[src/rtl/uart_recv.sv]
// 8N1 UART receiver: two-flop line synchroniser, centre-sampled bits, one-cycle result pulses.
// Define UART_RX_PARITY_EN for 8E1/8O1 framing with a parity check before the stop bit.
module uart_recv #(
    parameter int   CLK_FREQ   = 100000000,
    parameter int   BAUD       = 9600,
    parameter logic PARITY_ODD = 1'b0
) (
    input  logic       clk,
    input  logic       rst,
    input  logic       din,
    output logic [7:0] data,
    output logic       valid,
    output logic       frame_err,
    output logic       parity_err,
    output logic       busy
);

    localparam int BAUD_DIV = CLK_FREQ / BAUD;
    localparam int HALF_DIV = BAUD_DIV / 2;
    localparam logic [13:0] FULL_LAST = 14'(BAUD_DIV - 1);
    localparam logic [13:0] HALF_LAST = 14'(HALF_DIV - 1);

    localparam logic [2:0] IDLE  = 3'd0;
    localparam logic [2:0] START = 3'd1;
    localparam logic [2:0] DATA  = 3'd2;
    localparam logic [2:0] STOP  = 3'd3;
`ifdef UART_RX_PARITY_EN
    localparam logic [2:0] PARITY     = 3'd4;
    localparam logic [2:0] AFTER_DATA = PARITY;
`else
    localparam logic [2:0] AFTER_DATA = STOP;
`endif

    logic        din_m;
    logic        din_s;
    logic [2:0]  state;
    logic [2:0]  state_nx;
    logic [13:0] cnt;
    logic [2:0]  bit_idx;
    logic [7:0]  shift_reg;
    logic        armed;
    logic        tick;
    logic        par_ok;

`ifdef UART_RX_PARITY_EN
    logic par_bit;
    assign par_ok = (par_bit == (^shift_reg ^ PARITY_ODD));
`else
    assign par_ok     = 1'b1;
    assign parity_err = 1'b0;
`endif

    assign busy = (state != IDLE);

    always_comb begin
        tick     = (cnt == ((state == START) ? HALF_LAST : FULL_LAST));
        state_nx = state;
        unique case (state)
            IDLE:    if (armed && !din_s) state_nx = START;
            START:   if (tick) state_nx = din_s ? IDLE : DATA;
            DATA:    if (tick && bit_idx == 3'd7) state_nx = AFTER_DATA;
`ifdef UART_RX_PARITY_EN
            PARITY:  if (tick) state_nx = STOP;
`endif
            STOP:    if (tick) state_nx = IDLE;
            default: state_nx = IDLE;
        endcase
    end

    always_ff @(posedge clk) begin
        if (rst) begin
            din_m      <= 1'b1;
            din_s      <= 1'b1;
            state      <= IDLE;
            cnt        <= '0;
            bit_idx    <= '0;
            shift_reg  <= '0;
            armed      <= 1'b0;
            data       <= '0;
            valid      <= 1'b0;
            frame_err  <= 1'b0;
`ifdef UART_RX_PARITY_EN
            par_bit    <= 1'b0;
            parity_err <= 1'b0;
`endif
        end else begin
            din_m     <= din;
            din_s     <= din_m;
            state     <= state_nx;
            valid     <= 1'b0;
            frame_err <= 1'b0;
`ifdef UART_RX_PARITY_EN
            parity_err <= 1'b0;
`endif
            if (state == IDLE || state_nx != state || tick) cnt <= '0;
            else cnt <= cnt + 14'd1;
            // a line held low after a break or bad stop must go high before it can start a frame
            armed <= (state == IDLE) && (state_nx == IDLE) && (armed || din_s);
            if (state == START && tick) bit_idx <= '0;
            if (state == DATA && tick) begin
                shift_reg <= {din_s, shift_reg[7:1]};
                bit_idx   <= bit_idx + 3'd1;
            end
`ifdef UART_RX_PARITY_EN
            if (state == PARITY && tick) par_bit <= din_s;
`endif
            if (state == STOP && tick) begin
                if (!din_s) begin
                    frame_err <= 1'b1;
                end else if (par_ok) begin
                    data  <= shift_reg;
                    valid <= 1'b1;
                end else begin
`ifdef UART_RX_PARITY_EN
                    parity_err <= 1'b1;
`endif
                end
            end
        end
    end

endmodule

[config.mk]
export PLATFORM = sky130hd
export DESIGN_NAME = uart_recv
export DESIGN_NICKNAME = d
export VERILOG_FILES = /design/src/rtl/uart_recv.sv
export SDC_FILE = /design/constraint.sdc
export NUM_CORES = 1
export LEC_CHECK = 0
export CORE_MARGIN = 1.5
export CORE_UTILIZATION = 50
export CTS_BUF_LIST = sky130_fd_sc_hd__clkbuf_2
export CTS_CLUSTER_SIZE = 14
export DETAILED_ROUTE_END_ITERATION = 8
export PLACE_DENSITY = 0.7
export SYNTH_ARGS = -nofsm -noshare
export SYNTH_HDL_FRONTEND = slang
export SYNTH_SLANG_ARGS = --single-unit
[constraint.sdc]
create_clock -name clk -period 2 [get_ports clk]
set_input_delay 0.5 -clock clk [delete_from_list [all_inputs] [get_ports clk]]
set_output_delay 0.5 -clock clk [all_outputs]
set_load 0.02 [all_outputs]
* After elaboration in Yosys (flattened, before gate mapping) *
Index checks and enable logic that the tools add are counted.

storage, ports and cells
  register bits = 41
  latch bits = 0
  memory bits (writable) = 0
  memory bits (read-only) = 0
  output and inout bits = 12
  memories kept = 0

operators by class
  $add $sub $neg = 2
  $mul = 0
  divide/modulo/power cells = 0
  magnitude comparators = 0
  eq/ne operators = 6
  shift operators = 0
  mux-type cells = 11
  bitwise gates (word level) = 1
  reduce and logical (&&, ||, !) cells = 18

operators by type and width
  kind                                                  number
  2-to-1 mux 3 bit                                      6
  adder 14 x 1 -> 14 bit (second input constant)        1
  equality test 14 bit                                  1
  2-to-1 mux 14 bit                                     1
  one-hot mux 3 bit (4 select lines)                    1
  logical AND 1 bit                                     7
  equality test 3 x 2 -> 1 bit (second input constant)  2
  logical NOT 3 bit                                     2
  OR reduction 2 bit                                    2
  adder 3 x 1 -> 3 bit (second input constant)          1
  equality test 3 x 1 -> 1 bit (second input constant)  1
  equality test 3 bit (second input constant)           1
  logical OR 1 bit                                      3
  inequality test 3 bit                                 1
  nonzero test 3 bit                                    1
  2-to-1 mux 1 bit                                      2
  2-to-1 mux 2 bit                                      1
  AND reduction 2 bit                                   1
  nonzero test 2 bit                                    1
  logical NOT 1 bit                                     1
  NOT 1 bit                                             1

* Depth between registers and ports, before layout *
Gate-level depths: netlist of the first run.

  word-level depth = 10
  depth in mapped cells = 7
  depth with buffers taken out = 5

* Worst setup path before layout of the first run *
OpenSTA, ideal clock, no wires.

  path type = register to register
  start = reg cnt[4]
  end = reg data[1]
  setup time = 0.119 ns
  data arrival time = 1.731 ns
  required time = 1.881 ns
  path slack = 0.150 ns
  cell stages (with the launch flop) = 6
  clock period less this slack = 1.850 ns
  cells stage by stage = dfxtp_1 > or2_0 > or4_4 > a2111o_1 > buf_6 > mux2i_1

between the ends
  word-level cells in the longest chain between the ends = 3

ends and longest elaborated chain
  what                                  RTL line  RTL
  from (decl)                           38        logic [13:0] cnt;
  from (signal assigned)                96        else cnt <= cnt + 14'd1;
  equality test 14 bit                  56        tick = (cnt == ((state == START) ? HALF_LAST : FULL_LAST));
  logical AND 1 bit                     107       if (state == STOP && tick) begin
  AND reduction 2 bit (no source line)  -
  to (signal assigned)                  111       data <= shift_reg;
  to (decl)                             11        output logic [7:0] data,

Every way passes these cells.
A chain may end at the register's enable or synchronous reset.

* Final worst setup path of the first run *
  start = reg cnt[4]
  end = reg data[7]

The elaborated chain is that of the path after synthesis.

==> metrics.cfg, run 1 <==
[worst_setup_path]
cp-start-kind=flop
critPathKind=flop to flop
cp_max_fo=8
arrival_ns=2.30
end_kind=flop
required_ns=2.34

[clock_network]
cts_made_buffers=5
root_buffer=clkbuf_2
cts_tree=built
cts.reportedPaths.clkPinSlew_ns=0.21
clk_latency_ns=0.39
htreeDepth=2
clock_sinks=41
holdBufCountCts=0
clock_path_buffers=2

[layout]
layout_common_cells=dfxtp_1 (40), nand2b_1 (20), buf_4 (20)
fin_nets=231
layout_commonest_cell=dfxtp_1
largest_reg_flops=14
antenna_cells=0
drive_gt1_share_pct=15.93
finalInstanceArea_um2=2200
syn_to_final_growth_pct=18.30
fillCellCount=289

[timing]
rsz0062_at_grt=yes
max_freq_ghz=0.5103
hold_viol_final=0
period_share_pct=97.97
setup_tns_ns=0
setup_viol=0
finalMaxSlewViolations=0
fin_crit_ns=1.959
holdWs_ns=0.4371
fin_skew_ns=0.01622

[grt]
antenna_found_initial=0
grt_pass1_vias=1484
grt_pass1_wl_um=6230
grt_start_max_net_pins=27
grt_overflow=0
grt_use_total_pct=19.28

[detailed_routing]
drt-pass1-iter-count=4
vias_per_cell=5.426
vias=1476
wl_per_cell_um=13.35
initialDrtViolationCount=76
wl_um=3631
antenna_left=0
drc=0

[power]
power.clock.fraction_pct=35.1
switchingPower_w=0.0002815
power.leakage_nw=0.8522
power_density_nw_per_um2=604.7
switching_share_pct=21.17
p_int_w=0.001048
power_frac_seq_pct=62.1
ir_drop_v=0.0004784
p_comb_share_pct=2.8

[floorplan]
ios=15
die-area_um2=4093
die_height_um=63.98
core_area_um2=3442
start_util_pct=54.02
num_rows=21
die_w_um=63.98

[synth]
synth.ff_latch_count=41
yosysWarnings=0
ys_seq_area_share_pct=44.15
synth.avg_cell_area_um2=9.438
synthAdderAreaFrac_pct=2.019
syn_inst=197
synthXorXnorAreaFrac_pct=6.124
ys_types=40
syn_area_um2=1859
synth_ff_type=dfxtp_1
synthSimpleGateAreaFrac_pct=28.67
synth_compound_area_share_pct=4.643
synthArstFlopShare_pct=0
synth_top_family_by_area=simple AND/OR/NAND/NOR gates
synth_edf_count=0
muxShareOfSynthArea_pct=9.690

[place]
place_area_um2=2128
hpwl_um=2620
io_buffers=13
gp_congestion=0.8573

[outcome]
outcome=completed

[hold_path]
worstHoldPathType=flop to flop

[run]
maxCapViolations=0

==> Yosys cell counts, types with 2 or more instances <==
cell / instances / area [µm²]
or2_2: 3 / 18.77
nor3_1: 19 / 95.09
nand2b_1: 20 / 125.1
o32ai_1: 2 / 17.52
clkbuf_1: 7 / 26.28
nand4_1: 3 / 18.77
nand2_1: 9 / 33.78
nor2_1: 8 / 30.03
dfxtp_1: 41 / 820.8
xor2_1: 2 / 17.52
nor2b_1: 5 / 31.28
nor4_1: 5 / 31.28
nand3b_1: 2 / 15.01
o21ai_0: 4 / 20.02
and4_1: 2 / 17.52
nand3_1: 5 / 25.02
xnor2_1: 11 / 96.34
ha_1: 3 / 37.54
buf_2: 4 / 20.02
mux2i_1: 18 / 180.2
inv_1: 5 / 18.77
==> power groups by stage <==
stage / sequential (W) / combinational, W / clock [W]
global route: 0.000827 / 0.0000409 / 0.000512
detailed placement: 0.000842 / 0.0000383 / 0
global placement: 0.000842 / 0.0000374 / 0
floorplan: 0.000842 / 0.0000260 / 0
CTS: 0.000826 / 0.0000382 / 0.000475
finish: 0.000826 / 0.0000377 / 0.000466
==> critical path, stage by stage (launching register included) <==
cell      delay [ns]
dfxtp_1         0.35
or2_1           0.25
or4_4           0.56
a2111o_2        0.57
mux2i_1         0.20
==> kinds of logic (layout without fill, tap and decap cells) <==
| group | count (synthesis) | in the layout |
|---|---|---|
| and+or+nand+nor | 91 | 91 |
| muxes | 18 | 18 |
| AOI/OAI and AO/OA | 12 | 12 |
| DFF | 41 | 41 |
| xor gates and xnor gates | 13 | 13 |
| buffers and inverters | 18 | 46 |
| adders and majority gates | 3 | 3 |
| other | 1 | 2 |
==> path summary, 6_finish.rpt <==
path,startpoint,end,slack (ns),cells after the start
min reg2reg,din_m,din_s,0.44,1
max reg2reg,cnt[4],data[7],0.04,4
max,cnt[4],data[7],0.04,4
min,din_m,din_s,0.44,1
==> timing repair <==
item | in CTS | in global routing
setup endpoints to repair | 5 | 9
pin swaps | 0 | 1
setup buffers | 0 | 1
hold endpoints to repair | 0 | 0
resized for setup | 3 | 3
==> layer usage <==
metal,track usage (%),vias up,part of all wire [%]
met5,0,-,0
met4,9.239,0,1.8
met3,4.225,10,3.3
met2,33.07,32,47
met1,22.64,693,48
li1,-,741,-
==> through the flow <==
step	cells	total power, W	worst slack, ns	utilization, %
3_5_place_dp	263	0.0008802	-0.01707	61.83
2_1_floorplan	198	0.0008678	0.1501	-
5_1_grt	272	0.001380	-0.01833	63.90
4_1_cts	271	0.001339	0.01006	63.80
6_report	272	0.001330	0.04050	63.90
3_3_place_gp	263	0.0008793	0.03542	61.83
==> area by class of cell <==
type / instances / area, µm² / area share [%]
well taps: 46 / 57.56 / 2.617
repair buffers: 33 / 275.3 / 12.51
multi-input cells: 139 / 959.7 / 43.63
clock buffers: 5 / 25.02 / 1.138
inverters: 5 / 18.77 / 0.8532
flip-flops and latches: 41 / 822.0 / 37.37
clock inverters: 3 / 41.29 / 1.877
Power figures use the tool's default switching activity.
==> run 2: changes to the inputs <==
- GPL_ROUTABILITY_DRIVEN: unset -> 0
- TNS_END_PERCENT: unset -> 10
==> run 2 against run 1 <==
Clock skew is essentially flat. Wire length shrank 0.33%. Clock power is essentially flat. First-iteration DRC count grew 3.9%. Maximum frequency shrank 1.2%. Utilization shrank 0.25 points. Via count shrank 0.61%. Setup slack lost 0.023 ns. Combinational power is essentially flat. Largest cell class unchanged. Largest power group unchanged. Highest routed layer unchanged.
==> metrics.cfg, run 2 (synthesized netlist as in run 1, its figures left out) <==
[worst_setup_path]
r2r_start=cnt[10]
cp_max_fo=8
arrival_ns=2.32
cp_cell_sequence=or2_0 -> or4_4 -> a2111o_2 -> mux2i_1
end_kind=flop
r2r_setup_slack_ns=0.02
r2r_end=data[7]
cp-start-kind=flop
critPathKind=flop to flop
rr_worst_depth=4
crit_slowest_cell=or4_4
critPathBufInv=0
required_ns=2.34
cpPeakStageDelay_ns=0.57
cpLargestDelayFamily=simple AND/OR/NAND/NOR gates
crit_cells=4

[outcome]
outcome=completed

[clock_network]
cts_made_buffers=5
clk_latency_ns=0.39
cts_tree=built
htreeDepth=2
holdBufCountCts=0
root_buffer=clkbuf_2
clock_path_buffers=2
cts.reportedPaths.clkPinSlew_ns=0.21
clock_sinks=41

[layout]
fillCellCount=290
drive_gt1_share_pct=15.11
layout_commonest_cell=dfxtp_1
layout_common_cells=dfxtp_1 (41), nand2b_1 (20), nor3_1 (19), buf_4 (19), mux2i_1 (18)
multi_input_area_um2=959.7
syn_to_final_growth_pct=17.83
layout.cells.non_filler=271
antenna_cells=0
fin_nets=230
regArea_um2=820.8
largest_reg_flops=14

[detailed_routing]
wl_um=3619
vias=1467
antenna_left=0
vias_per_cell=5.413
drc=0
wl_per_cell_um=13.35
drt-pass1-iter-count=4
initialDrtViolationCount=79

[hold_path]
holdPathEnd=din_s
worstHoldPathType=flop to flop
worstHoldStart=din_m
whs_path_depth=1

[floorplan]
ios=15
die_w_um=63.98
num_rows=21
die_height_um=63.98
die-area_um2=4093
core_area_um2=3442
start_util_pct=54.02

[place]
hpwl_um=2620
placedCellCount=263
io_buffers=13

[grt]
antenna_found_initial=0
grt_pass1_wl_um=6230
grt_pass1_vias=1484
grt_overflow=0
grt_use_total_pct=19.28
grt_start_max_net_pins=27

[power]
power.total_w=0.001330
power_density_nw_per_um2=606.9
power.leakage_nw=0.8449
ir_drop_v=0.0004785

[timing]
holdWs_ns=0.4371
fin_crit_ns=1.983
period_share_pct=99.14
setup_viol=0
finalMaxSlewViolations=0
setup_tns_ns=0
hold_viol_final=0
fin_skew_ns=0.01647
max_freq_ghz=0.5043
rsz0062_at_grt=yes

[run]
maxCapViolations=0

-- run 2: cell count changes in the layout (fill, tap and decap cells not counted) --
| cell | change |
|---|---|
| buf_4 | -1 |
| dfxtp_1 | +1 |
| dfxtp_2 | -1 |
| or2_0 | +1 |
| or2_1 | -1 |
-- run 2: worst reg2reg max path, delay by kind of cell (launching register included) --
| family | cells | cell delay (ns) |
|---|---|---|
| flops | 1 | 0.35 |
| mux | 1 | 0.20 |
| simple gates | 2 | 0.82 |
| compound gates | 1 | 0.57 |
-- run 2: timing repair --
item                       CTS  global route
gates resized for setup      3             1
cloned                       0             0
buffers inserted             0             0
setup endpoints to repair    5             9
-- run 2: per-layer routing --
layer | up-vias | global-route usage, % | wire length [µm]
li1 | 740 | - | -
met3 | 9 | 4.225 | 133
met1 | 686 | 22.64 | 1727
met5 | - | 0 | 0
met2 | 32 | 33.07 | 1693
met4 | 0 | 9.239 | 64
-- run 2: cell type report --
class / instances / area share, %
Sequential cell: 41 / 37.46
Clock buffer: 5 / 1.142
Clock inverter: 3 / 1.885
Tap cell: 46 / 2.627
Multi-Input combinational cell: 139 / 43.80
Inverter: 5 / 0.8567
Timing Repair Buffer: 32 / 12.22
-- run 2: how the worst max path moves through the flow --
| stage | startpoint | to |
|---|---|---|
| floorplan | cnt[4] | data[1] |
| global placement | cnt[10] | data[3] |
| detailed placement | cnt[10] | data[7] |
| CTS | state[0] | busy |
| global route | cnt[10] | data[7] |
| finish | cnt[10] | data[7] |
-- run 2: stage by stage --
| step | area [µm²] | util, % | setup slack, ns |
|---|---|---|---|
| after floorplan | 1863 | - | 0.1501 |
| after CTS | 2196 | 63.80 | 0.01006 |
| after detailed placement | 2128 | 61.83 | -0.01707 |
| after global placement | 2128 | 61.83 | 0.03542 |
| after global routing | 2191 | 63.65 | -0.04657 |
| final | 2191 | 63.65 | 0.01721 |
-- run 2: report_power, final --
part | leakage (nW) | switching [W] | internal (W)
Combinational | 0.477 | 0.0000192 | 0.0000186
Clock | 0.0366 | 0.000259 | 0.000207
Sequential | 0.331 | 0.00000298 | 0.000823
Total | 0.845 | 0.000281 | 0.00105
==> run 3: changes to the inputs <==
- CTS_CLUSTER_DIAMETER: unset -> 50
==> results of run 3 <==
The final DEF is identical to that of run 2; final timing and power are the same.
==> RTL edit (config.mk and constraints of run 2) <==
Make the reset (`rst`) asynchronous in one clocked block.
--- a/src/rtl/uart_recv.sv
+++ b/src/rtl/uart_recv.sv
@@ -67,7 +67,7 @@
         endcase
     end
 
-    always_ff @(posedge clk) begin
+    always_ff @(posedge clk or posedge rst) begin
         if (rst) begin
             din_m      <= 1'b1;
             din_s      <= 1'b1;
Formal check against the unedited RTL: differs if rst is asserted again (counterexample within 4 cycles, from zero or initial values and one cycle with rst high); with rst held inactive, the same outputs for 10 cycles.
==> RTL edit against run 2 <==
Power decreased by 7.2%. Routed wire length decreased by 4.6%. Global-route usage decreased by 0.59 points. Count of clock-buffer cells in the layout unchanged. Area after synthesis increased by 4.0%. Sequential cell count unchanged. Setup slack improved by 63 ps. Cell area increased by 2.7%. Die area increased by 3.9%.
==> RTL edit: results (changes against run 2) <==
The run finished with clean final reports. Sorting the synthesized cells by area gives the leading types as dfrtp_1 50%, mux2_2 9.3%, nor3_1 4.7%, xnor2_1 4.1%, dfstp_2 2.7%. Among cell families on the critical path, the largest total delay comes from flip-flops. The endpoint of the lowest-slack register-to-register path is data[3]. The tools report the end point of the worst hold path as din_s. The share of total power consumed by net switching was 0.2434 (+0.03206). The library cell contributing the largest single delay on the critical path was dfrtp_1.

The worst hold margin is 370.1 ps (-66.99 ps). The clock insertion delay at the later pin of the skew report was 410 ps (+20 ps); the average vias per placed instance was 5.494 (+1.5%). The peak per-stage delay on the critical path was 440 ps (-130 ps). The global-route wire length before repair came out at 5.934 mm (-4.8%). Startpoint of the tightest hold check path: din_m. Leakage component of the power: 1.031 nW (+22%). The number of fill cells is 296 (+2.1%). Area used by multi-input combinational logic: 843.3 sq um (-12%).

The length in cells of the worst reg-to-reg path is 6 (+2). The fraction of layout cells with a size suffix above 1 is 0.2567 (+0.1056). The fraction of registers with async set/reset is 1.000 (+1.000), and the clock share of power is 0.275 (-0.075). The net count reported at finish is 192 (-17%). In the synthesized netlist, the cells that appear most often are 39 x dfrtp_1, 18 x nor3_1, 16 x mux2_2, 9 x xnor2_1, 7 x inv_1.

The tools report the sequential share of the synthesized area as 0.5317 (+0.09024). The overall fraction of global-route tracks in use was 0.1869 (-0.005899); the mean routed wirelength per cell was 14.69 um (+10%). The logs give 0.0003004 W (+6.9%) for the net switching component of the power and 2.443 mm (-6.8%) for the half-perimeter wire length after detailed placement.
RTL edit: routing by layer:
| metal | share of wire | track usage | routed length (um) |
|---|---|---|---|
| met2 | 0.48 | 0.2972 | 1669 |
| met4 | 0.019 | 0.07031 | 65 |
| met3 | 0.033 | 0.06164 | 115 |
| met5 | 0 | 0 | 0 |
| met1 | 0.46 | 0.2376 | 1601 |
RTL edit: worst max path at each step:
stage	start	to	slack, ps	cells past startpoint
CTS	state[2]	data[3]	4	5
floorplan	state[0]	data[0]	240	5
global placement	state[1]	busy	80	2
detailed placement	state[2]	data[3]	50	5
finish	state[1]	data[3]	80	6
global route	state[1]	data[3]	-10	6
RTL edit: what timing repair did:
item	in CTS	in global routing
pin swaps	0	4
endpoints found under the setup margin	1	19
buffers inserted	1	3
resized for setup	7	7
RTL edit: final cells by class:
class                   instances  area share
inverters                       7     0.01168
clock buffers                   5     0.01112
repair buffers                 26      0.1129
clock inverters                 3    0.005562
flip-flops and latches         41      0.4572
well taps                      48     0.02670
multi-input cells             105      0.3749
